$ cat src/rtl/gldp_frc.sv
// Frame-rate-control dither for a gray-level panel driver: each channel's level
// becomes a 1-bit drive whose duty over P consecutive frames equals L/P.
module gldp_frc #(
    parameter int IN_BITS  = 5,
    parameter int CHANNELS = 3,
    parameter int INV_OFS  = 15,
    parameter int CH_OFS   = 10
) (
    input  logic                         clk,
    input  logic                         rst,
    input  logic                         flm,
    input  logic                         en,
    input  logic                         in_valid,
    input  logic [CHANNELS*IN_BITS-1:0]  raw_in,
    input  logic                         inv,
    output logic                         out_valid,
    output logic [CHANNELS-1:0]          dither_out,
    output logic [IN_BITS-1:0]           phase
);

    localparam int QW = IN_BITS + 4;
    localparam logic [QW-1:0]      P_Q   = QW'((1 << IN_BITS) - 1);
    localparam logic [IN_BITS-1:0] P_L   = IN_BITS'((1 << IN_BITS) - 1);
    localparam logic [IN_BITS-1:0] P_M1  = IN_BITS'((1 << IN_BITS) - 2);
    localparam logic [IN_BITS-1:0] ONE_L = IN_BITS'(1);
    localparam logic [QW-1:0]      INV_Q = QW'(INV_OFS);

    // Sum is below 9*P, so restoring subtraction of 8P, 4P, 2P, P leaves x mod P.
    function automatic logic [IN_BITS-1:0] mod_p(input logic [QW-1:0] x);
        logic [QW-1:0] t;
        t = x;
        for (int k = 3; k >= 0; k--) begin
            t = (t >= (P_Q << k)) ? (t - (P_Q << k)) : t;
        end
        return t[IN_BITS-1:0];
    endfunction

    // 2^IN_BITS == 1 mod P, so folding the product's halves with end-around carry reduces it.
    function automatic logic [IN_BITS-1:0] mulmod_p(input logic [IN_BITS-1:0] q,
                                                    input logic [IN_BITS-1:0] l);
        logic [2*IN_BITS-1:0] prod;
        logic [IN_BITS:0]     f1;
        logic [IN_BITS-1:0]   f2;
        prod = {{IN_BITS{1'b0}}, q} * {{IN_BITS{1'b0}}, l};
        f1   = {1'b0, prod[IN_BITS-1:0]} + {1'b0, prod[2*IN_BITS-1:IN_BITS]};
        f2   = f1[IN_BITS-1:0] + {{(IN_BITS-1){1'b0}}, f1[IN_BITS]};
        return (f2 == P_L) ? {IN_BITS{1'b0}} : f2;
    endfunction

    logic                        flm_d_r;
    logic                        frame_edge_s;
    logic [IN_BITS-1:0]          phase_r;
    logic                        v1_r;
    logic                        en1_r;
    logic [CHANNELS*IN_BITS-1:0] lvl_r;
    logic [CHANNELS*IN_BITS-1:0] q1_r;
    logic [CHANNELS*IN_BITS-1:0] q_s;
    logic [CHANNELS-1:0]         dith_s;
    logic                        out_valid_r;
    logic [CHANNELS-1:0]         dither_r;

    assign frame_edge_s = flm & ~flm_d_r;

    // Frame-edge detector and frame-phase counter; flm_d resets high so a held flm is not an edge.
    always_ff @(posedge clk or posedge rst) begin
        if (rst) begin
            flm_d_r <= 1'b1;
            phase_r <= {IN_BITS{1'b0}};
        end else begin
            flm_d_r <= flm;
            if (frame_edge_s) begin
                phase_r <= (phase_r == P_M1) ? {IN_BITS{1'b0}} : (phase_r + ONE_L);
            end
        end
    end

    for (genvar c = 0; c < CHANNELS; c++) begin : g_ch
        localparam logic [QW-1:0] CH_Q = QW'(c * CH_OFS);
        logic [IN_BITS-1:0] lvl_s;
        logic [IN_BITS-1:0] r_s;

        assign q_s[c*IN_BITS +: IN_BITS] =
            mod_p({4'b0000, phase_r} + (inv ? INV_Q : {QW{1'b0}}) + CH_Q);

        assign lvl_s = lvl_r[c*IN_BITS +: IN_BITS];
        assign r_s   = mulmod_p(q1_r[c*IN_BITS +: IN_BITS], lvl_s);

        // Dither decision, or plain MSB when FRC is bypassed.
        always_comb begin
            dith_s[c] = 1'b0;
            if (en1_r) begin
                dith_s[c] = (({1'b0, r_s} + {1'b0, lvl_s}) >= {1'b0, P_L});
            end else begin
                dith_s[c] = lvl_s[IN_BITS-1];
            end
        end
    end

    // Stage 1: capture levels, mode and effective phase using the pre-increment phase.
    always_ff @(posedge clk or posedge rst) begin
        if (rst) begin
            v1_r  <= 1'b0;
            en1_r <= 1'b0;
            lvl_r <= {(CHANNELS*IN_BITS){1'b0}};
            q1_r  <= {(CHANNELS*IN_BITS){1'b0}};
        end else begin
            v1_r <= in_valid;
            if (in_valid) begin
                en1_r <= en;
                lvl_r <= raw_in;
                q1_r  <= q_s;
            end
        end
    end

    // Stage 2: registered outputs; drive value holds across gaps.
    always_ff @(posedge clk or posedge rst) begin
        if (rst) begin
            out_valid_r <= 1'b0;
            dither_r    <= {CHANNELS{1'b0}};
        end else begin
            out_valid_r <= v1_r;
            if (v1_r) begin
                dither_r <= dith_s;
            end
        end
    end

    assign out_valid  = out_valid_r;
    assign dither_out = dither_r;
    assign phase      = phase_r;

endmodule

$ cat config.mk
export PLATFORM = sky130hd
export DESIGN_NAME = gldp_frc
export DESIGN_NICKNAME = d
export VERILOG_FILES = /design/src/rtl/gldp_frc.sv
export SDC_FILE = /design/constraint.sdc
export NUM_CORES = 1
export LEC_CHECK = 0
export ABC_AREA = 0
export ABC_CLOCK_PERIOD_IN_PS = 8300
export CORE_ASPECT_RATIO = 1.5
export CORE_MARGIN = 3
export CORE_UTILIZATION = 63
export CTS_CLUSTER_DIAMETER = 80
export DETAILED_ROUTE_END_ITERATION = 10
export PLACE_DENSITY = 0.89
export SLEW_MARGIN = 0
export SYNTH_ARGS = -nofsm -noshare
export SYNTH_HDL_FRONTEND = slang
export SYNTH_SLANG_ARGS = --single-unit
$ cat constraint.sdc
create_clock -name clk -period 8.3 [get_ports clk]
set_input_delay 2.49 -clock clk [delete_from_list [all_inputs] [get_ports clk]]
set_output_delay 2.49 -clock clk [all_outputs]
set_load 0.005 [all_outputs]
==> results of run 1 <==
## routing by layer
| metal | share of wire | global-route usage | wire, um | up-vias |
|---|---|---|---|---|
| met5 | 0 | 0 | 0 | - |
| met4 | 0.025 | 0.08177 | 375 | 0 |
| met3 | 0.032 | 0.03129 | 482 | 38 |
| met2 | 0.55 | 0.4936 | 8271 | 121 |
| met1 | 0.39 | 0.2811 | 5786 | 2728 |
| li1 | - | - | - | 2748 |
## critical path, delay by kind of cell, from the launching register on
| kind | cells | cell delay, ns |
|---|---|---|
| compound gates | 11 | 2.34 |
| fa+ha+maj | 8 | 2.84 |
| simple gates | 5 | 0.56 |
| buf+inv | 2 | 0.14 |
| xor+xnor | 2 | 0.39 |
| flops | 1 | 0.53 |
| mux | 1 | 0.27 |
## kinds of logic (layout without fill, tap and decap cells)
logic type               Yosys count  in the layout  synth area share
buffers and inverters            118            137           0.07128
adder cells (fa/ha/maj)          139            139            0.2944
AND/OR/NAND/NOR                  238            238            0.1847
AO/OA/AOI/OAI                    168            168            0.1764
flip-flops                        42             42            0.1553
XOR/XNOR                          53             53           0.07645
multiplexers                      25             25           0.04155
## path summary, 6_finish.rpt
kind                                            from                   endpoint  slack, ns  cells after the start
worst max-delay path            lvl_r[7]$_DFFE_PP0P_  dither_out[1]$_DFFE_PP0P_       1.13                     29
worst min-delay path                  v1_r$_DFF_PP0_        out_valid$_DFF_PP0_       0.52                      0
worst max register to register  lvl_r[7]$_DFFE_PP0P_  dither_out[1]$_DFFE_PP0P_       1.13                     29
worst min register to register        v1_r$_DFF_PP0_        out_valid$_DFF_PP0_       0.52                      0
max in group asynchronous                        rst          flm_d_r$_DFF_PP1_       5.28                      3
min in group asynchronous                        rst       lvl_r[6]$_DFFE_PP0P_       2.63                      3
## flip-flops by register name, indices dropped and copies added, names as in the netlist
register / cells
dither_out: 3
en1_r: 1
flm_d_r: 1
lvl_r: 15
out_valid: 1
phase: 5
q1_r: 15
v1_r: 1
## layout make-up
class	count	area (um2)
clock buffers	5	125.1
flip-flops and latches	42	1052
inverters	99	375.4
repair buffers	30	292.8
clock inverters	3	68.82
fillers	755	2973
multi-input cells	623	5240
well taps	141	176.4
## through the flow
stage	hold slack (ns)	worst slack (ns)	instance area (um2)
after global routing	0.5375	0.5876	7331
after detailed placement	0.5106	1.156	7137
after CTS	0.5221	1.136	7331
final	0.5247	1.127	7331
after global placement	0.5008	1.591	7137
after floorplan	0.4222	1.824	6775
## cell usage after synthesis (22+ instances only)
cell type and number:
nand2_1 53, o21ai_0 23, fa_1 34, dfrtp_1 41, a21o_1 22, nand3_1 28, inv_1 97, xnor2_1 36
ha_1 105, and2_1 54, a21oi_1 41, nor2_1 42
==> impl_metrics.json, run 1 <==
{
  "status": "complete, no violations",
  "dr.pass1.iters": 7,
  "max_slew_margin": 0.4258,
  "clkTransAtPathRegs_ns": 0.07,
  "gp_congestion": 0.9072,
  "grt_pass1_wl_um": 25990,
  "dp_hpwl_um": 12130,
  "wirelength_um": 14920,
  "die_h_um": 133.0,
  "worst_slew_pin_slew_ns": 0.8613,
  "start_util": 0.6576,
  "hold_violations": 0,
  "avgSynthCellArea_um2": 8.653,
  "critPathArrivalTime_ns": 7.35,
  "die_w_um": 90.68,
  "finalSetupTns_ns": 0,
  "layout_commonest_cell": "ha_1",
  "hp-class": "reg -> reg",
  "finalSetupViolations": 0,
  "cap_violations": 0,
  "antenna_found_initial": 0,
  "slowest_stage": "fa_1",
  "max_freq_mhz": 139.4,
  "area_delta_synth_final_pct": 8.199,
  "synthCells": 783,
  "drive_above_1_share": 0.06608,
  "synth_edf_count": 0,
  "syn_area_mm2": 0.006775,
  "clk_latency_ns": 0.29,
  "syn_nets": 943,
  "clk_path_buf_depth": 2,
  "mostFrequentLayoutCells": "ha_1, inv_1, and2_1",
  "drv_slew": 0,
  "cp-end-kind": "flip-flop",
  "synth_top_area_share": 0.1939,
  "worstSetupPathType": "reg -> reg",
  "fin_crit_ns": 7.173,
  "cts_hold_buf": 0,
  "first_global_vias": 5841,
  "nets": 961,
  "async_flop_share": 1.000,
  "io_pins": 30,
  "grt_usage": 0.2541,
  "synthTopCellsByArea": "ha_1, dfrtp_1, fa_1",
  "h-tree-depth": 2,
  "fin_worst_skew_ns": 0.009627,
  "yosys_warnings": 0,
  "fin_util": 0.7115,
  "rsz0062_at_grt": "false",
  "synth_top_flop_cell": "dfrtp_1",
  "fin_crit_sh": 0.8643,
  "yosysTopAreaCell": "ha_1",
  "cts_tree": "built",
  "path_max_fanout": 7,
  "dieArea_mm2": 0.01206,
  "cts_root_buf": "clkbuf_16",
  "core_area_mm2": 0.01030,
  "cts_resized": 0,
  "numCtsBuffers": 5,
  "portBuffers": 29,
  "ys_seq_area_frac": 0.1553,
  "grt_max_degree": 47,
  "ys_types": 79,
  "cp_common_cell": "ha_1",
  "overflow": 0,
  "rows": 45,
  "synth_seq_cells": 42,
  "max_stage_delay_ns": 0.55,
  "post-cts-setup-buffers": 0,
  "cp_data_required_time_ns": 8.48,
  "drt_iter0_markers": 243,
  "wl_per_cell_um": 15.82,
  "via_count": 5635,
  "cp-start-kind": "flip-flop",
  "layout.cells.non_filler": 943,
  "avgViaCountPerCell": 5.976,
  "clock_sinks": 42,
  "dp.cells": 935,
  "antenna_cells": 0,
  "postRouteAntennaNets": 0,
  "drc_errors": 0
}
Power of run 1 is not shown: default switching activity piles up to over one toggle a cycle in this logic, so the estimate is an artifact.
==> run 2, diff against run 1 <==
--- a/config.mk
+++ b/config.mk
@@ -9,10 +9,10 @@
 export ABC_CLOCK_PERIOD_IN_PS = 8300
 export CORE_ASPECT_RATIO = 1.5
 export CORE_MARGIN = 3
-export CORE_UTILIZATION = 63
+export CORE_UTILIZATION = 50
 export CTS_CLUSTER_DIAMETER = 80
 export DETAILED_ROUTE_END_ITERATION = 10
-export PLACE_DENSITY = 0.89
+export PLACE_DENSITY = 0.75
 export SLEW_MARGIN = 0
 export SYNTH_ARGS = -nofsm -noshare
 export SYNTH_HDL_FRONTEND = slang
==> impl_metrics.json, run 2 (synthesis results as in run 1) <==
{
  "hold_ws_ns": 0.5219,
  "max_stage_delay_ns": 0.55,
  "hp-class": "reg -> reg",
  "antenna_cells": 0,
  "die_w_um": 101.0,
  "cp_data_required_time_ns": 8.48,
  "cp-end-kind": "flip-flop",
  "rsz0062_at_grt": "false",
  "cp-start-kind": "flip-flop",
  "finalSetupTns_ns": 0,
  "hold_violations": 0,
  "wl_per_cell_um": 14.47,
  "via_count": 5378,
  "worst_slew_pin_slew_ns": 0.9173,
  "fin_worst_skew_ns": 0.004372,
  "cts_hold_buf": 0,
  "portBuffers": 29,
  "die_h_um": 148.6,
  "overflow": 0,
  "path_max_fanout": 8,
  "cts_root_buf": "clkbuf_16",
  "slowest_stage": "fa_1",
  "postRouteAntennaNets": 0,
  "drive_above_1_share": 0.06617,
  "status": "complete, no violations",
  "drv_slew": 0,
  "clk_path_buf_depth": 2,
  "clkTransAtPathRegs_ns": 0.07,
  "gp_congestion": 0.8731,
  "fin_crit_sh": 0.8432,
  "cp_common_cell": "ha_1",
  "drt_iter0_markers": 205,
  "antenna_found_initial": 0,
  "numCtsBuffers": 5,
  "cts_tree": "built",
  "rows": 51,
  "dieArea_mm2": 0.01501,
  "layout_commonest_cell": "ha_1",
  "grt_pass1_wl_um": 24500,
  "cap_violations": 0,
  "max_freq_mhz": 142.9,
  "wirelength_um": 13890,
  "fill_cells": 1205,
  "first_global_vias": 5427,
  "h-tree-depth": 2,
  "grt_usage": 0.1960,
  "area_delta_synth_final_pct": 7.664,
  "clock_sinks": 42,
  "critPathArrivalTime_ns": 7.18,
  "grt_max_degree": 46,
  "post-cts-setup-buffers": 0,
  "start_util": 0.5154,
  "fin_crit_ns": 6.999,
  "worstSetupPathType": "reg -> reg",
  "cts_resized": 0,
  "mostFrequentLayoutCells": "ha_1, inv_1, and2_1",
  "dr.pass1.iters": 4,
  "drc_errors": 0,
  "finalSetupViolations": 0,
  "avgViaCountPerCell": 5.602,
  "max_slew_margin": 0.3876,
  "core_area_mm2": 0.01315,
  "dp_hpwl_um": 11330,
  "io_pins": 30,
  "clk_latency_ns": 0.29,
  "nets": 961
}
[run 2: metrics by stage]
stage | setup WS [ns] | area [um2] | util | cells
global route | 0.6274 | 7295 | 0.5549 | 960
detailed placement | 1.316 | 7159 | 0.5446 | 953
finish | 1.301 | 7295 | 0.5549 | 960
global placement | 1.457 | 7159 | 0.5446 | 953
CTS | 1.295 | 7295 | 0.5549 | 960
floorplan | 1.824 | 6775 | - | 783
[run 2: worst paths after layout]
path | cells past startpoint | slack, ns | startpoint | end
max in group asynchronous | 2 | 5.00 | rst | lvl_r[14]$_DFFE_PP0P_
worst max-delay path | 29 | 1.30 | lvl_r[9]$_DFFE_PP0P_ | dither_out[1]$_DFFE_PP0P_
min in group asynchronous | 2 | 2.71 | rst | lvl_r[6]$_DFFE_PP0P_
worst max register to register | 29 | 1.30 | lvl_r[9]$_DFFE_PP0P_ | dither_out[1]$_DFFE_PP0P_
worst min register to register | 1 | 0.52 | dither_out[1]$_DFFE_PP0P_ | dither_out[1]$_DFFE_PP0P_
worst min-delay path | 1 | 0.52 | dither_out[1]$_DFFE_PP0P_ | dither_out[1]$_DFFE_PP0P_
[run 2: critical path, delay by kind of cell, from the launching register on]
family	cells	cell delay, ns
mux	1	0.28
buf+inv	2	0.13
fa+ha+maj	8	2.88
xor+xnor	2	0.38
simple gates	5	0.53
compound gates	11	2.21
flops	1	0.45
[run 2: cell type report]
| type | count | area [um2] | share of cell area |
|---|---|---|---|
| Multi-Input combinational cell | 623 | 5240 | 0.7184 |
| Clock inverter | 2 | 10.01 | 0.001372 |
| Clock buffer | 5 | 125.1 | 0.01715 |
| Timing Repair Buffer | 30 | 292.8 | 0.04014 |
| Tap cell | 159 | 198.9 | 0.02727 |
| Sequential cell | 42 | 1052 | 0.1443 |
| Inverter | 99 | 375.4 | 0.05146 |
[run 2: metal layers]
layer  global-route usage  routed length, um  up-vias
li1                     -                  -     2754
met1               0.2346               5832     2556
met2               0.3630               7551       56
met3              0.02065                344       12
met4              0.05589                164        0
met5                    0                  0        -
Power of run 2 is left out for the same reason.
